[src/rtl/load_store_unit.sv]
// Memory-stage load/store unit: one op at a time, steers bytes onto a gnt/rvalid bus and extends load data.
// Optional LSU_BUS_TIMEOUT_EN bounds the REQ/WAIT_R waits with TIMEOUT_CYCLES and reports resp_bus_error.
module load_store_unit #(
  parameter int XLEN           = 32,
  parameter int ADDR_WIDTH     = 32,
  parameter int TIMEOUT_CYCLES = 16
) (
  input  logic                  clk,
  input  logic                  rst,
  input  logic                  req_valid,
  output logic                  req_ready,
  input  logic                  req_is_store,
  input  logic [2:0]            req_funct3,
  input  logic [ADDR_WIDTH-1:0] req_addr,
  input  logic [XLEN-1:0]       req_wdata,
  output logic                  resp_valid,
  output logic [XLEN-1:0]       resp_rdata,
  output logic                  resp_misaligned,
  output logic                  resp_illegal,
  output logic                  resp_bus_error,
  output logic                  mem_req,
  output logic                  mem_we,
  output logic [ADDR_WIDTH-1:0] mem_addr,
  output logic [XLEN-1:0]       mem_wdata,
  output logic [XLEN/8-1:0]     mem_be,
  input  logic                  mem_gnt,
  input  logic                  mem_rvalid,
  input  logic [XLEN-1:0]       mem_rdata
);

  localparam int BW = XLEN / 8;
  localparam int OW = $clog2(BW);

  typedef enum logic [1:0] {IDLE, REQ, WAIT_R, RESP} state_t;

  state_t                state_q, state_d;
  logic                  is_store_q, is_store_d;
  logic [2:0]            funct3_q, funct3_d;
  logic [ADDR_WIDTH-1:0] addr_q, addr_d;
  logic [XLEN-1:0]       wdata_q, wdata_d;
  logic [XLEN-1:0]       rdata_q, rdata_d;
  logic                  mis_q, mis_d;
  logic                  ill_q, ill_d;
  logic                  berr_q, berr_d;

  logic [OW-1:0]   req_off, off_q;
  logic            req_ill, req_mis;
  logic [3:0]      nbytes;
  logic [BW-1:0]   size_mask;
  logic [XLEN-1:0] shifted, ld_data;
  logic            in_req, tmo_hit;

  assign req_off = req_addr[OW-1:0];
  assign off_q   = addr_q[OW-1:0];
  assign in_req  = (state_q == REQ);

  // Double-word accesses (funct3[1:0] == 3) and LWU exist only on a 64-bit datapath.
  always_comb begin
    req_ill = 1'b0;
    req_mis = 1'b0;
    if (req_is_store) begin
      req_ill = req_funct3[2] || ((req_funct3[1:0] == 2'd3) && (XLEN != 64));
    end else begin
      req_ill = (req_funct3 == 3'd7) ||
                (((req_funct3 == 3'd3) || (req_funct3 == 3'd6)) && (XLEN != 64));
    end
    case (req_funct3[1:0])
      2'd1:    req_mis = req_off[0];
      2'd2:    req_mis = |req_off[1:0];
      2'd3:    req_mis = |req_off;
      default: req_mis = 1'b0;
    endcase
  end

  always_comb begin
    nbytes = 4'd1 << funct3_q[1:0];
    for (int i = 0; i < BW; i++) begin
      size_mask[i] = (4'(i) < nbytes);
    end
  end

  always_comb begin
    shifted = mem_rdata >> {off_q, 3'b000};
    case (funct3_q[1:0])
      2'd0:    ld_data = funct3_q[2] ? XLEN'(shifted[7:0])  : XLEN'($signed(shifted[7:0]));
      2'd1:    ld_data = funct3_q[2] ? XLEN'(shifted[15:0]) : XLEN'($signed(shifted[15:0]));
      2'd2:    ld_data = funct3_q[2] ? XLEN'(shifted[31:0]) : XLEN'($signed(shifted[31:0]));
      default: ld_data = shifted;
    endcase
  end

`ifdef LSU_BUS_TIMEOUT_EN
  localparam int TW = $clog2(TIMEOUT_CYCLES + 1);
  logic [TW-1:0] tmo_q, tmo_d;

  assign tmo_hit = (tmo_q == TW'(TIMEOUT_CYCLES - 1));

  // Restarts on every state change so REQ and WAIT_R each get a full budget.
  always_comb begin
    tmo_d = '0;
    if ((state_d == state_q) && ((state_q == REQ) || (state_q == WAIT_R))) begin
      tmo_d = tmo_q + 1'b1;
    end
  end

  always_ff @(posedge clk or posedge rst) begin
    if (rst) tmo_q <= '0;
    else     tmo_q <= tmo_d;
  end
`else
  assign tmo_hit = 1'b0;
`endif

  always_comb begin
    state_d    = state_q;
    is_store_d = is_store_q;
    funct3_d   = funct3_q;
    addr_d     = addr_q;
    wdata_d    = wdata_q;
    rdata_d    = rdata_q;
    mis_d      = mis_q;
    ill_d      = ill_q;
    berr_d     = berr_q;
    case (state_q)
      IDLE: begin
        if (req_valid) begin
          is_store_d = req_is_store;
          funct3_d   = req_funct3;
          addr_d     = req_addr;
          wdata_d    = req_wdata;
          rdata_d    = '0;
          ill_d      = req_ill;
          mis_d      = !req_ill && req_mis;
          berr_d     = 1'b0;
          state_d    = (req_ill || req_mis) ? RESP : REQ;
        end
      end
      REQ: begin
        if (mem_gnt) begin
          state_d = is_store_q ? RESP : WAIT_R;
        end else if (tmo_hit) begin
          berr_d  = 1'b1;
          state_d = RESP;
        end
      end
      WAIT_R: begin
        if (mem_rvalid) begin
          rdata_d = ld_data;
          state_d = RESP;
        end else if (tmo_hit) begin
          berr_d  = 1'b1;
          state_d = RESP;
        end
      end
      default: begin
        rdata_d = '0;
        mis_d   = 1'b0;
        ill_d   = 1'b0;
        berr_d  = 1'b0;
        state_d = IDLE;
      end
    endcase
  end

  always_ff @(posedge clk or posedge rst) begin
    if (rst) begin
      state_q    <= IDLE;
      is_store_q <= 1'b0;
      funct3_q   <= '0;
      addr_q     <= '0;
      wdata_q    <= '0;
      rdata_q    <= '0;
      mis_q      <= 1'b0;
      ill_q      <= 1'b0;
      berr_q     <= 1'b0;
    end else begin
      state_q    <= state_d;
      is_store_q <= is_store_d;
      funct3_q   <= funct3_d;
      addr_q     <= addr_d;
      wdata_q    <= wdata_d;
      rdata_q    <= rdata_d;
      mis_q      <= mis_d;
      ill_q      <= ill_d;
      berr_q     <= berr_d;
    end
  end

  assign req_ready       = (state_q == IDLE);
  assign resp_valid      = (state_q == RESP);
  assign resp_rdata      = resp_valid ? rdata_q : '0;
  assign resp_misaligned = resp_valid && mis_q;
  assign resp_illegal    = resp_valid && ill_q;
  assign resp_bus_error  = resp_valid && berr_q;

  // Bus outputs come straight from the latched request, so they hold steady through a stall.
  assign mem_req   = in_req;
  assign mem_we    = in_req && is_store_q;
  assign mem_addr  = in_req ? {addr_q[ADDR_WIDTH-1:OW], {OW{1'b0}}} : '0;
  assign mem_wdata = in_req ? (wdata_q << {off_q, 3'b000}) : '0;
  assign mem_be    = in_req ? (size_mask << off_q) : '0;

endmodule

[config.mk]
export PLATFORM = sky130hd
export DESIGN_NAME = load_store_unit
export DESIGN_NICKNAME = d
export VERILOG_FILES = /design/src/rtl/load_store_unit.sv
export SDC_FILE = /design/constraint.sdc
export NUM_CORES = 1
export LEC_CHECK = 0
export BUFFER_PORTS_ARGS = -buffer_cell sky130_fd_sc_hd__buf_2
export CAP_MARGIN = 20
export CORE_UTILIZATION = 50
export DETAILED_ROUTE_END_ITERATION = 8
export PLACE_DENSITY_LB_ADDON = 0.3
export SKIP_LAST_GASP = 1
export SYNTH_ARGS = -nofsm -noshare
export SYNTH_HDL_FRONTEND = slang
export SYNTH_SLANG_ARGS = --single-unit
[constraint.sdc]
create_clock -name clk -period 4.3 [get_ports clk]
set_input_delay 0.43 -clock clk [delete_from_list [all_inputs] [get_ports clk]]
set_output_delay 0.43 -clock clk [all_outputs]
set_load 0.02 [all_outputs]
==> results.md, run 1 <==
Run status:
- The run finished with clean final reports.

Power and ir drop:
- The overall power of the completed layout is roughly 5.2 mW.
- The analysis attributes to cell leakage a power of 3.571 nW.
- Dividing total power by cell area gives a power density of 730.9 nW/um2.
- The worst vdd rail ir drop is 0.3793 mV.

Logic synthesis:
- By area, the combinational part of the netlist is dominated by multiplexers.
- After synthesis the netlist holds a flip-flop and latch count of 104.
- Synthesis handed over a netlist of 510 instances.
- After synthesis, the largest area contributor takes up 45.98% of total cell area.
- Of the total synthesized cell area, the portion taken by full adders, half adders and majority gates is less than 1%.
- The share of synthesized area spent on multiplexers is 21.57%.
- The post-synthesis async set-or-reset flop share is between 90% and 100%.
- The prevailing post-synth register cell is sky130_fd_sc_hd__dfrtp_1.
- The number of flops mapped to enable cells by yosys is 0.
- The synthesized netlist devotes 0.1547% of its cell area to XOR and XNOR gates.
- Yosys attributes the largest share of cell area to sky130_fd_sc_hd__dfrtp_1 46%, sky130_fd_sc_hd__mux2_2 16%, sky130_fd_sc_hd__and2_1 8.1%.
- The commonest cells after synthesis are 104 x sky130_fd_sc_hd__dfrtp_1, 78 x sky130_fd_sc_hd__mux2_2, 73 x sky130_fd_sc_hd__and2_1.
- The synthesized netlist contains 38 unique library cells.
- A synthesized cell averages 11.10 um2.
- The number of warnings reported in the yosys synthesis log is 0.
- Summing the areas of all and, or, nand and nor instances in the mapped netlist gives 14.30% of the synthesized area.
- The proportion of synthesized chip area in sequential cells is 45.98%.
- sky130_fd_sc_hd__dfrtp_1 is the most common cell in the netlist.
- The cell taking the most area after synthesis is sky130_fd_sc_hd__dfrtp_1.
- Summing the areas of all compound-gate instances in the mapped netlist gives 12.98% of the synthesized area.
- The mapped netlist covers around 5700 um2.

Worst setup path:
- The flop-to-flop setup slack is 1.39 ns.
- The maximum fanout encountered on the critical timing path is 35.
- In this run the worst setup path begins at state_q[1]$_DFFE_PP0P_.
- The kind of start point of the critical path is a register.
- In this run the critical register-to-register path is launched from state_q[1]$_DFFE_PP0P_.
- The most critical setup path has its endpoint at mem_wdata[0].
- Counting cells, the worst reg-to-reg path comes to 6.
- STA puts the critical path data arrival time at 3.10 ns.
- The critical path is of the register to primary output type.
- The category of the worst setup path capture point is a primary output.
- The endpoint of the most critical register-to-register path is rdata_q[25]$_DFFE_PP0P_.
- For the worst setup path, the data required time is ~3.9 ns.

Drt:
- The remaining design rule violation count is 0.
- The detailed router's first-iteration violation count is approximately 300.
- The first detailed-routing pass ran for 5 iterations.
- The mean routed wirelength per cell is 17.24 um.
- Using the TritonRoute via totals, the vias-per-cell ratio works out to 5.563.
- The total length of routed wires is 14.53 mm.
- The detail route stage leaves a number of antenna-violating nets equal to 0.
- The overall via count from detail_route is 4690.

Run:
- Max-cap violations in this run came to 0.

Timing:
- Measured against its own limit, the worst slew margin works out to 35.09%.
- The part of the cycle the worst path needs is 82.12%.
- Setup violations remaining at the end of the flow were counted as 0.
- The timing-limited maximum frequency is 283.2 MHz.
- The final count of hold timing violations is 0.
- The final critical path time including I/O delays and setup is 3.531 ns.
- The max-slew violation total from the final report was 0.
- The clock skew after layout is 0.009963 ns.
- Summed over all failing endpoints, the final setup total negative slack is 0 ns.
- Setup repair after global routing left no endpoint under its margin.
- The pin slew with the least headroom to its limit is 0.9736 ns.
- The final worst slack is 0.7690 ns.

Placed design:
- The global placer's final weighted congestion is 0.8708.
- Port buffering added 208 buffers.
- The worst setup timing slack at the placement stage is 1.104 ns.
- Detailed placement finished with a half-perimeter wire length of between 10 and 15 mm.

Final layout:
- Summing all multi-input logic gate instances after layout gives 2838 um2.
- Compared with the post-synthesis result, the final layout area differs by 25.29%.
- The final layout net count is between 800 and 900.
- Fill cells in the final layout number 869.
- The share of final-layout standard cells stronger than drive strength 1 is between 40% and 50%.
- At the end of the flow the core is filled with cells to between 60% and 70%.
- In the final layout, flip-flops and latches occupy between 2000 and 3000 um2.

Floorplan:
- From left edge to right edge, the die measures around 110 um.
- The area of the die is around 12000 um2.
- The floorplan has 38 rows.
- Once the floorplan was initialized, standard cells occupied 51.76% of the core.
- The floorplan step defined a core boundary enclosing 10940 um2.
- The die span in y is 108.4 um.
- For this design the top-level I/O count stands at 212.

Clock tree:
- The clock latency of the later-clocked register in the worst-skew pair is 0.35 ns.
- In this run the post-CTS setup repair buffer count came out at 0.
- In this run, post-CTS repair resized a total of 0 instances.
- CTS built an H-tree with a depth of 3.
- Buffers inserted to repair hold after CTS numbered 0.
- The cell at the root of the clock tree is sky130_fd_sc_hd__clkbuf_16.
- The TritonCTS buffer count is 9.
- TritonCTS built the clock tree.
- Counting every sink on the clock net gives around 100.
- Clock-pin slew was measured on the worst setup and hold paths at about 0.070 ns.
- In this run the deepest clock path goes through 2 buffers.

Worst hold path:
- The class of the most critical hold timing path is primary input to async pin.

Global route:
- The largest net degree at the start of global routing is 79.
- The number of global-route vias before repair is 4548.
- In the global route stage, overall resource usage came out at 24.92%.
- The first global-routing pass estimated 22.62 mm of wire.
- The total congestion overflow after global routing is 0.
- The number of antenna violations at the first check in global routing was 2.
[area by class of cell]
type                            count  share of cell area [%]
Clock inverter                      5                   1.129
Antenna cell                        2                 0.07057
Clock buffer                       11                   3.423
Inverter                           10                  0.5646
Sequential cell                   104                   36.73
Tap cell                          140                   2.470
Multi-Input combinational cell    357                   40.01
Timing Repair Buffer              214                   15.60
[critical path, stage by stage, from the launching register on]
cell	delay, ns
sky130_fd_sc_hd__dfrtp_1	0.40
sky130_fd_sc_hd__inv_1	0.11
sky130_fd_sc_hd__ha_1	0.80
sky130_fd_sc_hd__nand2b_1	0.48
sky130_fd_sc_hd__nor2_1	0.59
sky130_fd_sc_hd__and2_1	0.21
sky130_fd_sc_hd__buf_2	0.16
[registers in the layout (all words and copies together) (netlist names)]
signal,flops
mis_q,1
rdata_q,32
state_q,2
wdata_q,32
is_store_q,1
addr_q,32
funct3_q,3
ill_q,1
[routing by layer]
metal  GRT usage, %  routed length (um)  vias to the layer above
li1               -                   -                     2183
met1          30.73                5932                     2304
met2          41.95                7247                      180
met3          6.269                1032                       23
met4          9.459                 318                        0
met5              0                   0                        -
[through the flow]
| stage | cells | cell area [um2] | hold slack (ns) |
|---|---|---|---|
| after floorplan | 512 | 5668 | 0.4416 |
| after global placement | 824 | 6736 | 0.4662 |
| after detailed placement | 824 | 6736 | 0.4720 |
| after CTS | 840 | 7059 | 0.3054 |
| after global routing | 842 | 7089 | 0.3070 |
| final | 843 | 7092 | 0.2937 |
[cell usage in the layout (no fill, tap or decap), types with 2 or more instances in the layout]
master	instances
sky130_fd_sc_hd__nand2_1	4
sky130_fd_sc_hd__o2bb2ai_1	15
sky130_fd_sc_hd__nand2b_1	3
sky130_fd_sc_hd__dfrtp_2	2
sky130_fd_sc_hd__conb_1	3
sky130_fd_sc_hd__a21oi_1	27
sky130_fd_sc_hd__buf_4	5
sky130_fd_sc_hd__dfrtp_1	102
sky130_fd_sc_hd__o21ai_0	12
sky130_fd_sc_hd__ha_1	4
sky130_fd_sc_hd__o22ai_1	2
sky130_fd_sc_hd__nor2b_1	11
sky130_fd_sc_hd__mux2i_1	32
sky130_fd_sc_hd__a221o_1	8
sky130_fd_sc_hd__a221o_2	8
sky130_fd_sc_hd__inv_1	9
sky130_fd_sc_hd__mux2_2	78
sky130_fd_sc_hd__buf_2	208
sky130_fd_sc_hd__a211oi_1	18
sky130_fd_sc_hd__clkinvlp_4	2
sky130_fd_sc_hd__nand3b_1	8
sky130_fd_sc_hd__and2_1	73
sky130_fd_sc_hd__clkbuf_16	9
sky130_fd_sc_hd__nor2_1	35
sky130_fd_sc_hd__bufinv_16	2
sky130_fd_sc_hd__diode_2	2
sky130_fd_sc_hd__nor3b_2	2
[cell families (layout without fill, tap and decap cells)]
family,after synthesis,after routing
AO/OA/AOI/OAI,98,98
XOR/XNOR,1,1
adder cells (fa/ha/maj),4,4
buffers and inverters,51,240
flip-flops,104,104
multiplexers,111,111
other,1,5
AND/OR/NAND/NOR,140,140
[power breakdown]
part | switching (mW) | internal [mW] | leakage, nW
Clock | 0.355 | 0.525 | 0.152
Combinational | 1.37 | 1.12 | 2.13
Sequential | 0.392 | 1.42 | 1.29
Total | 2.11 | 3.07 | 3.57
[worst min path at each step]
stage | to | slack (ns)
after floorplan | rdata_q[7]$_DFFE_PP0P_ | 0.44
after global placement | rdata_q[2]$_DFFE_PP0P_ | 0.47
after detailed placement | rdata_q[3]$_DFFE_PP0P_ | 0.47
after CTS | addr_q[28]$_DFFE_PP0P_ | 0.31
after global routing | addr_q[2]$_DFFE_PP0P_ | 0.31
final | wdata_q[11]$_DFFE_PP0P_ | 0.29
No activity file was read; power rests on OpenSTA's default activity.
==> inputs of run 2 (changes only) <==
clock period = 3.62 ns   (was 4.3 ns; I/O delays follow)
==> results.md, run 2 (synthesis results as in run 1) <==
Floorplan:
- The top-level I/O count is 212 (unchanged).
- The initial core utilization is 51.76% (unchanged).
- The die span in y came to 108.4 um (unchanged).
- The site row count was 38 (unchanged).
- The area of the die was 11750 um2 (unchanged).
- The die boundary width is 108.4 um (unchanged).
- The core area is 10940 um2 (unchanged).

Timing:
- The timing-limited maximum frequency is 336.9 MHz.
- The final count of hold timing violations was 0 (unchanged).
- The relative slew slack is 33.89% (-1.2 points).
- The final setup violation count is 0 (unchanged).
- The part of the cycle the worst path needs is 81.99%.
- The pin slew with the least headroom to its limit was 0.9916 ns (+0.01804 ns).
- Setup repair after global routing left no endpoint under its margin.
- The clock skew after layout is 0.005280 ns (-0.004683 ns).
- The routed design could run at a clock period as short as 2.968 ns.
- The setup TNS was 0 ns (unchanged).
- The max-slew violation total from the final report is 0 (unchanged).

Worst setup path:
- The maximum fanout encountered on the critical timing path is 35 (unchanged).
- The critical path goes through inv_1 -> ha_1 -> buf_4 -> nand2b_1 -> nor2_1 -> and2_1 -> buf_2.
- The worst setup path is captured at a primary output.
- The cell with the biggest individual delay on the critical path is sky130_fd_sc_hd__nor2_1.
- The delay of the slowest cell on the worst path is 0.59 ns (-0.21 ns).
- The worst setup path is of the register to primary output kind.
- The arrival time of the worst setup path is 2.61 ns (-0.49 ns).
- The worst setup path is launched from a register.
- The required time of the critical path is 3.26 ns (-0.61 ns).

Power and ir drop:
- The power density normalized to cell area came to 854.2 nW/um2 (+17%).
- The proportion of power drawn by the clock network came to 16.3% (-0.7 points).
- The portion of total power attributed to combinational logic is 48.2% (+0.2 points).
- The worst vdd rail ir drop is 0.4783 mV (+26%).
- The proportion of power drawn by flip-flops and latches was 35.6% (+0.6 points).
- The switching part of the total power is 41.49% (+0.71 points).
- The leakage power is 3.580 nW (+0.26%).
- The net switching power came to 2.521 mW (+19%).
- The internal power component came to 3.555 mW (+16%).

Placed design:
- The post-DP HPWL was 10.60 mm (-0.73%).
- The global placer's final weighted congestion is 0.8748 (+0.46%).
- The count of port buffers added during placement was 208 (unchanged).
- The cell count after placement is 828 (+0.49%).

Global route:
- The largest net degree at the start of global routing was 82 (+3.8%).
- The overall global routing resource usage came to 25.51% (+0.59 points).
- The number of antenna violations at the first check in global routing is 3 (+1).
- The number of global-route vias before repair is 4614 (+1.5%).
- The first-pass GRT wire length came to 22.86 mm (+1.1%).
- The total congestion overflow after global routing is 0 (unchanged).

Final layout:
- The library cell used most frequently in the layout, excluding fill and tap cells, is sky130_fd_sc_hd__buf_2.
- The library cells used most frequently in the layout, excluding fill and tap cells, are 208 x sky130_fd_sc_hd__buf_2, 102 x sky130_fd_sc_hd__dfrtp_1, 78 x sky130_fd_sc_hd__mux2_2.
- From synthesis to final layout, the design area changed by 25.69%.
- The largest registers in the layout are addr_q x32, rdata_q x32, wdata_q x32.
- The share of final-layout standard cells stronger than drive strength 1 came to 46.74% (+0.24 points).
- The number of standard cells in the final layout excluding fillers was 850 (+0.83%).
- The final layout net count is 810 (+0.62%).

Clock tree:
- The clock latency of the later-clocked register in the worst-skew pair came to 0.35 ns (about the same).
- The CTS sink count came to 104 (unchanged).
- The number of resized instances in the post-cts repair step was 0 (unchanged).
- CTS placed an instance of sky130_fd_sc_hd__clkbuf_16 at the clock tree root.
- The clock transition at the registers of the reported paths is 0.07 ns (about the same).
- The clock tree from TritonCTS is yes.
- The number of levels in the clock H-tree was 3 (unchanged).
- The TritonCTS buffer count is 9 (unchanged).
- The maximum number of buffers from clock root to sink is 2 (unchanged).

Drt:
- The mean routed wirelength per cell is 17.46 um (+1.3%).
- The overall via count from detail_route is 4738 (+1.0%).
- The remaining design rule violation count was 0 (unchanged).
- The mean number of vias per cell is 5.574 (+0.19%).
- The number of routed nets with antenna violations is 0 (unchanged).
- The first-pass detailed-route iteration total is 4 (-1).
- The detailed router's first-iteration violation count came to 258 (-13%).
- The total length of routed wires is 14.84 mm (+2.1%).

Run:
- The number of max-cap violations came to 0 (unchanged).

Worst hold path:
- In this run the worst hold path is classified as primary input to register.

Run status:
- The flow ran to the end, and the final reports show no timing, DRC or antenna violations.
-- run 2: cell count changes in the layout (fill, tap and decap cells not counted) --
cell / before / now
sky130_fd_sc_hd__dlygate4sd3_1: 0 / 1
sky130_fd_sc_hd__diode_2: 2 / 4
sky130_fd_sc_hd__bufinv_16: 2 / 1
sky130_fd_sc_hd__buf_4: 5 / 9
sky130_fd_sc_hd__clkinvlp_4: 2 / 3
-- run 2: worst max-delay path: cells and delay by family (launching register included) --
family                   cells  cell delay, ns
adder cells (fa/ha/maj)      1            0.15
AND/OR/NAND/NOR              3            1.14
buffers and inverters        3            0.55
flip-flops                   1            0.41
-- run 2: area by class of cell --
cell class                      instances  area [um2]
Multi-Input combinational cell        357        2838
Fill cell                             889        3821
Tap cell                              140       175.2
Sequential cell                       104        2605
Timing Repair Buffer                  219        1146
Clock buffer                           11       242.7
Clock inverter                          5       57.56
Inverter                               10       40.04
Antenna cell                            4       10.01
-- run 2: power by group through the flow --
stage / registers (mW) / logic [mW] / clock network (mW)
after floorplan: 1.92 / 2.35 / 0
after global placement: 2.14 / 2.83 / 0
after detailed placement: 2.17 / 2.91 / 0
after CTS: 2.15 / 2.92 / 1.01
after global routing: 2.24 / 3.18 / 1.05
final: 2.16 / 2.93 / 0.988
-- run 2: stage by stage --
stage / hold slack, ns / utilization (%) / power (mW) / instance area, um2 / setup slack, ns
after floorplan: 0.4416 / - / 4.271 / 5668 / 0.5258
after global placement: 0.4579 / 61.88 / 4.964 / 6766 / 1.160
after detailed placement: 0.4686 / 61.88 / 5.079 / 6766 / 1.040
after CTS: 0.2280 / 64.62 / 6.084 / 7067 / 0.6494
after global routing: 0.2327 / 65.03 / 6.468 / 7112 / 0.4580
final: 0.2347 / 65.06 / 6.077 / 7114 / 0.6519
-- run 2: per-layer routing --
| layer | global-route usage (%) | vias up | share of wire, % |
|---|---|---|---|
| met5 | 0 | - | 0 |
| met4 | 12.07 | 0 | 2.7 |
| met3 | 6.148 | 29 | 7.1 |
| met2 | 43.35 | 202 | 50 |
| met1 | 30.29 | 2323 | 40 |
| li1 | - | 2184 | - |
-- run 2: final timing paths --
kind	startpoint	end	slack (ns)	cells past startpoint
worst max-delay path	state_q[1]$_DFFE_PP0P_	mem_wdata[5]	0.65	7
worst min-delay path	req_addr[12]	addr_q[12]$_DFFE_PP0P_	0.23	2
worst max register to register	addr_q[1]$_DFFE_PP0P_	rdata_q[23]$_DFFE_PP0P_	1.12	4
worst min register to register	rdata_q[0]$_DFFE_PP0P_	rdata_q[0]$_DFFE_PP0P_	0.48	1
max in group asynchronous	rst	addr_q[24]$_DFFE_PP0P_	2.19	5
min in group asynchronous	rst	wdata_q[11]$_DFFE_PP0P_	0.46	3
-- run 2: timing repair --
item | in CTS | in global routing
hold endpoints to repair | 0 | 8
buffers inserted | 0 | 0
hold buffers | 0 | 1
==> inputs of run 3 (changes only) <==
CORE_UTILIZATION = 45   (was 50)
clock period = 2.5 ns   (was 3.62 ns; I/O delays follow)
==> results.md, run 3 (synthesis results as in run 1) <==
Worst setup path:
- The critical path goes through inv_1 -> ha_1 -> nand2b_1 -> nor2_1 -> and2_1 -> buf_2.
- The worst register-to-register path begins at state_q[1]$_DFFE_PP0P_.
- The category of the worst setup path capture point is a primary output.
- The delay of the slowest cell on the worst path came to 0.46 ns (-0.13 ns).
- The arrival time of the worst setup path is 2.01 ns (-0.60 ns).
- The worst-case reg-to-reg path depth came to 7 (+3).
- The required time of the critical path is 2.25 ns (-1.01 ns).
- STA classifies the critical path startpoint as a register.
- The maximum fanout encountered on the critical timing path is 9 (-74%).
- The flop-to-flop setup slack came to 0.32 ns (-0.80 ns).
- The critical path start-end classification is register to primary output.
- The slowest stage of the critical path is the sky130_fd_sc_hd__nor2_1 cell.
- The endpoint of the most critical register-to-register path is rdata_q[6]$_DFFE_PP0P_.

Clock tree:
- The TritonCTS buffer count is 9 (unchanged).
- The clock latency of the later-clocked register in the worst-skew pair is 0.34 ns (about the same).
- The CTS sink count is 104 (unchanged).
- The hold-fix buffer count after cts came to 0 (unchanged).
- TritonCTS built the clock tree.
- The maximum number of buffers from clock root to sink was 2 (unchanged).
- The cell at the root of the clock tree is sky130_fd_sc_hd__clkbuf_16.
- The clock transition at the registers of the reported paths was 0.07 ns (about the same).
- The number of levels in the clock H-tree came to 3 (unchanged).
- The number of buffers inserted to repair setup after CTS is 0 (unchanged).

Timing:
- The setup TNS came to 0 ns (unchanged).
- The max-slew violation total from the final report is 0 (unchanged).
- Setup repair after global routing left no endpoint under its margin.
- The final count of hold timing violations is 0 (unchanged).
- The pin slew with the least headroom to its limit is 0.8834 ns (-0.1082 ns).
- The routed design could run at a clock period as short as 2.258 ns.
- Static timing analysis puts the maximum clock frequency at 442.9 MHz.
- The final setup violation count is 0 (unchanged).
- The relative slew slack was 41.10% (+7.2 points).
- The final critical path takes up 90.31% of the cycle.
- The clock skew after layout is 0.005150 ns (-0.0001309 ns).

Final layout:
- The most common library cell in the layout ignoring fill and taps is sky130_fd_sc_hd__buf_2.
- The area occupied by registers came to 2605 um2 (unchanged).
- The largest registers in the layout are addr_q x32, rdata_q x32, wdata_q x32.
- The number of antenna diodes is 0 (-4).
- The multi-input logic area is 2840 um2 (about the same).
- The final standard cell area without fillers is 7204 um2 (+1.3%).
- The share of final-layout standard cells stronger than drive strength 1 is 47.33% (+0.59 points).
- The post-synthesis to final-layout area growth is 27.28%.
- The utilization after layout came to 59.48% (-5.6 points).
- The final layout net count is 816 (+0.74%).
- The number of standard cells in the final layout excluding fillers is 880 (+3.5%).
- The fill cell total of the finished layout is 1073 (+21%).
- Leaving out fill and tap cells, the most frequent cells in the layout are 208 x sky130_fd_sc_hd__buf_2, 102 x sky130_fd_sc_hd__dfrtp_1, 78 x sky130_fd_sc_hd__mux2_2.

Drt:
- The overall via count from detail_route is 4648 (-1.9%).
- The remaining design rule violation count is 0 (unchanged).
- The mean number of vias per cell was 5.282 (-5.2%).
- The number of routed nets with antenna violations is 0 (unchanged).
- The first-pass detailed-route iteration total is 4 (unchanged).
- The mean routed wirelength per cell was 16.59 um (-5.0%).
- The detailed router's first-iteration violation count is 214 (-17%).
- The total length of routed wires came to 14.60 mm (-1.6%).

Global route:
- The total congestion overflow after global routing is 0 (unchanged).
- The largest net degree at the start of global routing is 105 (+28%).
- The first-pass GRT wire length was 23.66 mm (+3.5%).
- The overall global routing resource usage is 23.05% (-2.5 points).
- The number of global-route vias before repair came to 4657 (+0.93%).
- The number of antenna violations at the first check in global routing is 0 (-3).

Power and ir drop:
- The net switching power is 3.624 mW (+44%).
- The worst vdd rail ir drop came to 0.5704 mV (+19%).
- The internal power component is 5.311 mW (+49%).
- The portion of total power attributed to combinational logic was 49.6% (+1.4 points).
- The proportion of power drawn by the clock network is 16.8% (+0.5 points).
- The power density normalized to cell area is 1240 nW/um2 (+45%).
- The proportion of power drawn by flip-flops and latches is 33.6% (-2.0 points).
- The overall power of the completed layout is 8.935 mW (+47%).
- The switching part of the total power is 40.56% (-0.93 points).
- The leakage power is 3.621 nW (+1.1%).

Placed design:
- The count of port buffers added during placement is 208 (unchanged).
- The post-DP HPWL came to 10.72 mm (+1.2%).
- The global placer's final weighted congestion is 0.8724 (-0.27%).
- The cell area after placement is 6888 um2 (+1.8%).
- The cell count after placement is 864 (+4.3%).

Floorplan:
- The area of the die is 13030 um2 (+11%).
- The die span in y is 114.2 um (+5.3%).
- The die boundary width is 114.2 um (+5.3%).
- The top-level I/O count is 212 (unchanged).
- The initial core utilization was 46.74% (-5.0 points).
- The core area was 12110 um2 (+11%).
- The site row count was 40 (+5.3%).

Run status:
- The flow ran to the end, and the final reports show no timing, DRC or antenna violations.

Run:
- The number of max-cap violations came to 0 (unchanged).

Worst hold path:
- The class of the most critical hold timing path is primary input to async pin.
run 3: cell types whose count changed in the layout (fill, tap and decap cells not counted), sizes merged:
| cell | delta |
|---|---|
| diode | -4 |
| dlygate4sd3 | -1 |
| clkinvlp | -1 |
| buf | +7 |
| bufinv | +1 |
run 3: layout make-up:
type,count,share of cell area (%)
tap,168,2.918
inverter,10,0.5731
multi-input combinational,357,39.42
sequential,104,36.16
clock buffer,11,3.230
timing repair buffer,225,16.57
clock inverter,5,1.129
run 3: layer usage:
layer  track usage (%)  up-vias  wire length [um]
li1                  -     2202                 -
met2             38.02      177              7115
met3             5.029       24              1030
met1             29.96     2245              6175
met5                 0        -                 0
met4             8.225        0               275
run 3: power by group through the flow:
| stage | sequential [mW] | clock, mW | combinational [mW] |
|---|---|---|---|
| after floorplan | 2.78 | 0 | 3.40 |
| after global placement | 2.98 | 0 | 4.35 |
| after detailed placement | 3.03 | 0 | 4.45 |
| after CTS | 3.00 | 1.53 | 4.47 |
| after global routing | 3.12 | 1.59 | 4.83 |
| final | 3.00 | 1.50 | 4.43 |
run 3: through the flow:
stage	setup slack (ns)	hold slack [ns]
after floorplan	0.3605	0.3950
after global placement	0.4182	0.4465
after detailed placement	0.3643	0.4578
after CTS	0.09134	0.09370
after global routing	0.01154	0.1248
final	0.2423	0.04392
run 3: critical path: cells and delay by family (launching register included):
kind          cells  cell delay [ns]
simple gates      3             0.78
buf+inv           2             0.28
flops             1             0.41
fa+ha+maj         1             0.21
run 3: repair_timing:
item,CTS,global route
gates resized for setup,0,1
endpoints found under the setup margin,0,2
hold endpoints to repair,0,0
run 3: worst max-delay path by stage:
stage,from,cells after the start,to
after floorplan,state_q[1]$_DFFE_PP0P_,6,mem_wdata[0]
after global placement,state_q[0]$_DFFE_PP0P_,6,rdata_q[25]$_DFFE_PP0P_
after detailed placement,state_q[0]$_DFFE_PP0P_,6,rdata_q[28]$_DFFE_PP0P_
after CTS,addr_q[0]$_DFFE_PP0P_,5,mem_wdata[16]
after global routing,state_q[1]$_DFFE_PP0P_,6,mem_wdata[0]
final,state_q[1]$_DFFE_PP0P_,6,mem_wdata[0]
